File: src/rtl/soc_clk_div_multi.sv
`default_nettype none
// ============================================================================
// Module   : soc_clk_div_multi
// Brief    : N-channel runtime-programmable clock divider / tick generator
//            with glitch-free divisor updates applied at period boundaries.
// Revision : 1.0 - initial release
// ============================================================================
module soc_clk_div_multi #(
    parameter int NumChannels = 2,
    parameter int CntWidth    = 16,
    parameter int DefaultDiv  = 50
) (
    input  logic                            clk_i,
    input  logic                            rst_ni,
    input  logic [NumChannels-1:0]          en_i,
    input  logic [NumChannels*CntWidth-1:0] div_i,
    input  logic [NumChannels-1:0]          div_valid_i,
    output logic [NumChannels-1:0]          div_ready_o,
    output logic [NumChannels*CntWidth-1:0] cur_div_o,
    output logic [NumChannels-1:0]          clk_o,
    output logic [NumChannels-1:0]          tick_o
);

    localparam logic [CntWidth-1:0] c_default_div = CntWidth'(DefaultDiv);
    localparam logic [CntWidth-1:0] c_one         = CntWidth'(1);

    for (genvar c = 0; c < NumChannels; c++) begin : g_ch
        logic                r_en;
        logic [CntWidth-1:0] r_cnt;
        logic [CntWidth-1:0] r_cur;
        logic [CntWidth-1:0] r_pend;
        logic                r_pend_v;
        logic                r_clk;

        logic [CntWidth-1:0] w_div_in;
        logic [CntWidth-1:0] w_cur_nxt;
        logic [CntWidth-1:0] w_cnt_nxt;
        logic [CntWidth-1:0] w_half_nxt;
        logic                w_run;
        logic                w_last;
        logic                w_fire;
        logic                w_apply;
        logic                w_run_nxt;
        logic                w_clk_nxt;

        assign w_div_in = div_i[c*CntWidth +: CntWidth];

        always_comb begin
            w_run     = r_en && (r_cur != '0);
            // With D==1 the counter sits at 0 == D-1, so every edge is a period end.
            w_last    = (r_cnt == (r_cur - c_one));
            w_fire    = div_valid_i[c] && !r_pend_v;
            // Pending divisor lands at a period end, or as soon as the channel stops.
            w_apply   = r_pend_v && (!r_en || !en_i[c] || w_last);

            w_cur_nxt = r_cur;
            if (w_apply) begin
                w_cur_nxt = r_pend;
            end else if (w_fire && !w_run) begin
                w_cur_nxt = w_div_in;
            end

            w_run_nxt = en_i[c] && (w_cur_nxt != '0);
            w_cnt_nxt = (!w_run_nxt || !w_run || w_last) ? '0 : (r_cnt + c_one);

            // High phase is ceil(D/2) cycles; output is precomputed so clk_o is a flop.
            w_half_nxt = (w_cur_nxt >> 1) + {{(CntWidth-1){1'b0}}, w_cur_nxt[0]};
            w_clk_nxt  = w_run_nxt && (w_cnt_nxt < w_half_nxt);
        end

        always_ff @(posedge clk_i or negedge rst_ni) begin
            if (!rst_ni) begin
                r_en     <= 1'b0;
                r_cnt    <= '0;
                r_cur    <= c_default_div;
                r_pend   <= '0;
                r_pend_v <= 1'b0;
                r_clk    <= 1'b0;
            end else begin
                r_en  <= en_i[c];
                r_cnt <= w_cnt_nxt;
                r_cur <= w_cur_nxt;
                r_clk <= w_clk_nxt;
                if (w_fire && w_run) begin
                    r_pend   <= w_div_in;
                    r_pend_v <= 1'b1;
                end else if (w_apply) begin
                    r_pend_v <= 1'b0;
                end
            end
        end

        assign div_ready_o[c]                     = !r_pend_v;
        assign cur_div_o[c*CntWidth +: CntWidth]  = r_cur;
        assign clk_o[c]                           = r_clk;
        assign tick_o[c]                          = w_run && (r_cnt == '0);
    end

endmodule
`default_nettype wire

File: config.mk
export PLATFORM = sky130hd
export DESIGN_NAME = soc_clk_div_multi
export DESIGN_NICKNAME = d
export VERILOG_FILES = /design/src/rtl/soc_clk_div_multi.sv
export SDC_FILE = /design/constraint.sdc
export NUM_CORES = 1
export LEC_CHECK = 0
export ABC_AREA = 1
export CAP_MARGIN = 15
export CORE_ASPECT_RATIO = 2
export CORE_MARGIN = 5
export CORE_UTILIZATION = 52
export DETAILED_ROUTE_END_ITERATION = 8
export PLACE_DENSITY = 0.85
export SYNTH_ARGS = -nofsm -noshare
export SYNTH_HDL_FRONTEND = slang
export SYNTH_SLANG_ARGS = --single-unit
File: constraint.sdc
create_clock -name clk_i -period 4.6 [get_ports clk_i]
set_clock_uncertainty 0.1 [all_clocks]
set_input_delay 0.92 -clock clk_i [delete_from_list [all_inputs] [get_ports clk_i]]
set_output_delay 0.92 -clock clk_i [all_outputs]
set_load 0.1 [all_outputs]
Word level (Yosys, flattened, before mapping)
Cells that the tools add are included.

word-level totals
  output and inout port bits = 38
  bits in registers = 102
  word-level logic and storage cells = 74
  input bits = 38

operators by class
  order comparisons = 2
  multiplexer cells = 10
  eq/ne operators = 2
  add/sub/neg operators = 6
  reduce and logical (&&, ||, !) cells = 42

operators by type and width
  operator                                            count
  two-way mux 16 bit                                  6
  nonzero test 16 bit                                 4
  adder 15 x 1 -> 16 bit                              2
  adder 16 x 1 -> 16 bit, second input constant       2
  == test 16 bit                                      2
  logical NOT 16 bit                                  2
  < comparator 16 bit                                 2
  subtractor 16 x 1 -> 16 bit, second input constant  2
  logical AND 1 bit                                   16
  logical NOT 1 bit                                   10
  logical OR 1 bit                                    8
  two-way mux 1 bit                                   4
  nonzero test 2 bit                                  2

Logic depth before layout (Yosys ltp)
  depth after elaboration = 14
  gate-level depth with buffers = 35
  mapped depth without buffers = 34

Worst setup path before layout
Ideal clock, no wire load.

  kind = flip-flop to output port
  start = register g_ch[1].r_cur[0]
  end = output port tick_o[1]
  path buffers = 0
  slack = -1.072 ns
  data arrival time = 4.652 ns
  cell stages (with the launch flop) = 8
  data required time = 3.580 ns
  cells stage by stage = dfrtp_1 inv_1 ha_1 nand2_2 nor2_4 nand4_1 o21ai_2 nor4_1

between the ends
  word-level cells in the longest chain between the ends = 3

RTL lines
  element                   line  text
  start: declaration        30    logic [CntWidth-1:0] r_cur;
  start signal: assignment  75    r_cur <= c_default_div;
  start signal: assignment  82    r_cur <= w_cur_nxt;
  nonzero test 16 bit       49    w_run = r_en && (r_cur != '0);
  logical AND 1 bit         49
  logical AND 1 bit         96    assign tick_o[c] = w_run && (r_cnt == '0);
  end: declaration          21    output logic [NumChannels-1:0] tick_o

No other way between the ends.

Final worst setup path
  start = register g_ch[0].r_cur[1]
  end = register g_ch[0].r_clk

between the ends
  word-level cells in the longest chain between the ends = 14
  elaborated cells on any way between the ends = 19
  classes of those cells = 2 x add/sub; 1 x order compare; 1 x eq/ne; 3 x mux; 12 x reduce/logical

RTL lines
  element                                                              line  text
  start: declaration                                                   30
  start signal: assignment                                             75
  start signal: assignment                                             82
  branches (longest 5 deep; another with subtractor 16 x 1 -> 16 bit)  n/a
  two-way mux 16 bit (*)                                               57    if (w_apply) begin
  via g_ch[0].w_cur_nxt[0]                                             36    logic [CntWidth-1:0] w_cur_nxt;
  branches (longest 7 deep; another with adder 15 x 1 -> 16 bit)       n/a
  logical AND 1 bit (*)                                                68    w_clk_nxt = w_run_nxt && (w_cnt_nxt < w_half_nxt);
  via g_ch[0].w_clk_nxt                                                44    logic w_clk_nxt;
  end signal: assignment                                               83    r_clk <= w_clk_nxt;
  end: declaration                                                     33    logic r_clk;

Mark *: on every way through the listed nets, which the timed path passes.
A chain may end at the register's enable or synchronous reset.

==> impl_metrics.toml <==
[synthesis]
post_synth_and_or_nand_nor_area_fraction = 0.3451
seq_area_frac_synth = 0.3284
synthDominantCellAreaShare = 0.3082
synth.cells.most_frequent = "269 x sky130_fd_sc_hd__nand2_1, 149 x sky130_fd_sc_hd__inv_1, 96 x sky130_fd_sc_hd__dfrtp_1"
yosysMostFrequentCell = "sky130_fd_sc_hd__nand2_1"
synth_warnings = 0
synth_compound_gate_area_share = 0.08475
synth_xor_xnor_area_share = 0.07689
synth_ff_type = "sky130_fd_sc_hd__dfrtp_1"
synth_adder_area_share = 0.06742
synth_top_cell_by_area = "sky130_fd_sc_hd__dfrtp_1"
ys_seq_elements = 102
synth_cells = 1059
synthMuxAreaShare = 0.001284
synthesis.area_um2 = 7795
synth.area.top_cells = "sky130_fd_sc_hd__dfrtp_1 31%, sky130_fd_sc_hd__nand2_1 13%, sky130_fd_sc_hd__inv_1 7.2%, sky130_fd_sc_hd__ha_1 6.7%, sky130_fd_sc_hd__xor2_1 5.5%"
syn_nets = 1139
largest_family_of_logic_cells_by_synthesized_area = "simple AND/OR/NAND/NOR gates"
synth.lib_cells_used.distinct = 54
syn-mean-instance-area_um2 = 7.361
synth_enable_flop_cells = 0
async_s_r_ff_share_synth = 1.000

[drt]
route.antenna.remaining_nets = 0
drt_iter0_drc = 214
drt-pass1-iter-count = 5
detail_route.wirelength_mm = 22.09
routedWlPerCell_um = 16.03
vias = 7382
vias_per_cell = 5.357
route.detailed.drc = 0

[finish]
drive_above_1_share = 0.1716
finish.instance_area_um2 = 9509
stdcell_count = 1378
insertedDiodeCount = 0
num-fill-cells = 1314
final_nets = 1258
area_growth_pct = 21.99

[placement]
placedCellCount = 1345
placement.cell_area_um2 = 9006
dpl.hpwl_mm = 17.61
port_buffers = 75
place_congestion = 0.9284
preCtsSetupSlack_ns = -0.05793

[floorplan]
die_area_um2 = 17690
fp.dieW_um = 96.58
core_area_um2 = 14820
floorplan.rows = 63
chipHeight_um = 183.2
initial_cell_density_of_the_core = 0.5260
pin_count = 76

[critical_path]
crit_path_largest_cell_delay_ns = 0.66
maximum_fanout_encountered_on_the_critical_timing_path = 5
cp_data_required_time_ns = 4.73
crit_path_start_kind = "flop"
worst_path_max_delay_cell = "sky130_fd_sc_hd__dfstp_4"
worst-setup-path-type = "reg -> reg"
cp_top_family = "simple AND/OR/NAND/NOR gates"
crit_path_end_kind = "flop"
timing.critical_path.arrival_ns = 4.90
cp.buffers_inverters = 3
critical_path.most_common_cell = "sky130_fd_sc_hd__ha_4"

[clocking]
cts.root.buffer_cell = "sky130_fd_sc_hd__clkbuf_16"
cts_tree = "built"
cts.htree.levels = 3
clk_transition_reported_paths_ns = 0.07
cts.sink_count = 102
insertion_delay_ns = 0.34
clock_tree.buffer_depth = 2
cts_buffers = 9

[sta]
period_minus_slack_ns = 4.775
timing.final.max_slew_violations = 0
layout_worst_path_cycle_share = 1.038
maxSlewHeadroom = 0.3091
final_hold_viol_count = 0
setup_viol = 1
worst_pin_slew_ns = 1.036
max_clock_freq_ghz = 0.2094
timing.final.ws_setup_ns = -0.1752
fin_tns_setup_ns = -0.1752
grt_setup_unrepaired = "yes"

[global_route]
track_usage = 0.2578
antenna_violations_before_repair = 0
number_of_global_route_vias_before_repair = 7657
globalRoute.totalOverflow = 0
grt_pass1_wl_mm = 34.96
maximum_number_of_pins_on_one_net_before_global_route_repair = 80

[power_and_ir_drop]
leakage_power_figure_nw = 4.600
power_density_nw_per_um2 = 408.0
vdd_ir_drop_max_mv = 0.3244
report.power.total_mw = 3.880

[hold_path]
worstHoldPathType = "reg -> reg"

[status]
run_status = "finished with violations"
failed_checks = "negative setup slack"

[job]
drv.max_cap_violation_count = 0
## layout make-up
cell class                 count  area (um^2)  area share
timing repair buffer         132         1184      0.1245
clock inverter                 4        30.03    0.003158
clock buffer                  12        256.5     0.02697
multi-input combinational    774         4611      0.4849
tap                          195        244.0     0.02566
sequential                   102         2585      0.2718
inverter                     159        599.3     0.06303
## where the power goes
| group | switching, mW | internal (mW) |
|---|---|---|
| sequential | 0.155 | 1.03 |
| combinational | 1.34 | 0.606 |
| clock | 0.345 | 0.400 |
| total | 1.84 | 2.04 |
## kinds of logic (layout without fill, tap and decap cells)
logic type	Yosys count	after routing
AND/OR/NAND/NOR	548	548
buffers and inverters	183	307
AO/OA/AOI/OAI	117	117
flip-flops	102	102
XOR/XNOR	66	66
adder cells (fa/ha/maj)	42	42
multiplexers	1	1
## per-stage QoR
stage | utilization | hold slack (ns)
detailed placement | 0.6077 | 0.3652
CTS | 0.6308 | 0.3818
floorplan | - | 0.3423
global placement | 0.6077 | 0.3560
finish | 0.6417 | 0.3857
global route | 0.6417 | 0.4015
## what timing repair did
action | 4_1_cts | 5_1_grt
resized for setup | 2 | 17
hold buffers | 0 | 0
gates cloned | 0 | 0
endpoints found under the hold margin | 0 | 0
buffers inserted | 6 | 11
endpoints found under the setup margin | 2 | 2
pin swaps | 0 | 16
## tightest hold or removal path: cells and delay by family, from the launching register on
family        cells  cell delay [ns]
flops             1             0.35
simple gates      2             0.10
## registers in the layout, summed over array words and instances (netlist names)
signal,count
g_ch.r_clk,2
g_ch.r_cnt,32
g_ch.r_cur,32
g_ch.r_en,2
g_ch.r_pend,32
g_ch.r_pend_v,2
## placed cells by master (no fill, tap or decap), drive strengths merged
cell type | netlist | layout
nand4 | 16 | 16
or2 | 1 | 1
buf | 13 | 60
and3 | 1 | 1
o21bai | 1 | 1
dfrtp | 96 | 96
o2111ai | 2 | 2
nand3b | 3 | 3
clkbuf | 11 | 12
a21boi | 1 | 1
xnor3 | 1 | 1
o21ai | 84 | 84
o211ai | 2 | 2
clkinv | 1 | 3
a31o | 1 | 1
o31ai | 1 | 1
a221oi | 1 | 1
o41ai | 1 | 1
clkinvlp | 0 | 1
a211oi | 3 | 3
nor4 | 8 | 8
nor2 | 117 | 117
xor2 | 49 | 49
mux2i | 1 | 1
dfstp | 6 | 6
ha | 42 | 42
nor3 | 23 | 23
nand3 | 69 | 69
clkdlybuf4s50 | 0 | 72
a31oi | 1 | 1
nor3b | 11 | 11
nand2 | 299 | 299
a21oi | 19 | 19
xnor2 | 16 | 16
inv | 158 | 159
## routing by layer
layer | share of wire | up-vias | GRT usage
li1 | - | 3591 | -
met1 | 0.32 | 3418 | 0.2237
met2 | 0.56 | 251 | 0.4906
met3 | 0.035 | 122 | 0.02791
met4 | 0.092 | 0 | 0.2209
met5 | 0 | - | 0
## path summary, 6_finish.rpt
check / from / to / slack (ns) / depth (start not counted)
max in group asynchronous: rst_ni / g_ch[0].r_cur[4] / 2.74 / 2
max: g_ch[0].r_cur[1] / g_ch[0].r_clk / -0.18 / 31
min: g_ch[0].r_pend[15] / g_ch[0].r_pend[15] / 0.39 / 2
max reg2reg: g_ch[0].r_cur[1] / g_ch[0].r_clk / -0.18 / 31
min reg2reg: g_ch[0].r_pend[15] / g_ch[0].r_pend[15] / 0.39 / 2
min in group asynchronous: rst_ni / g_ch[1].r_pend[14] / 0.65 / 1
Note: power is estimated with default switching activity, not from simulation.
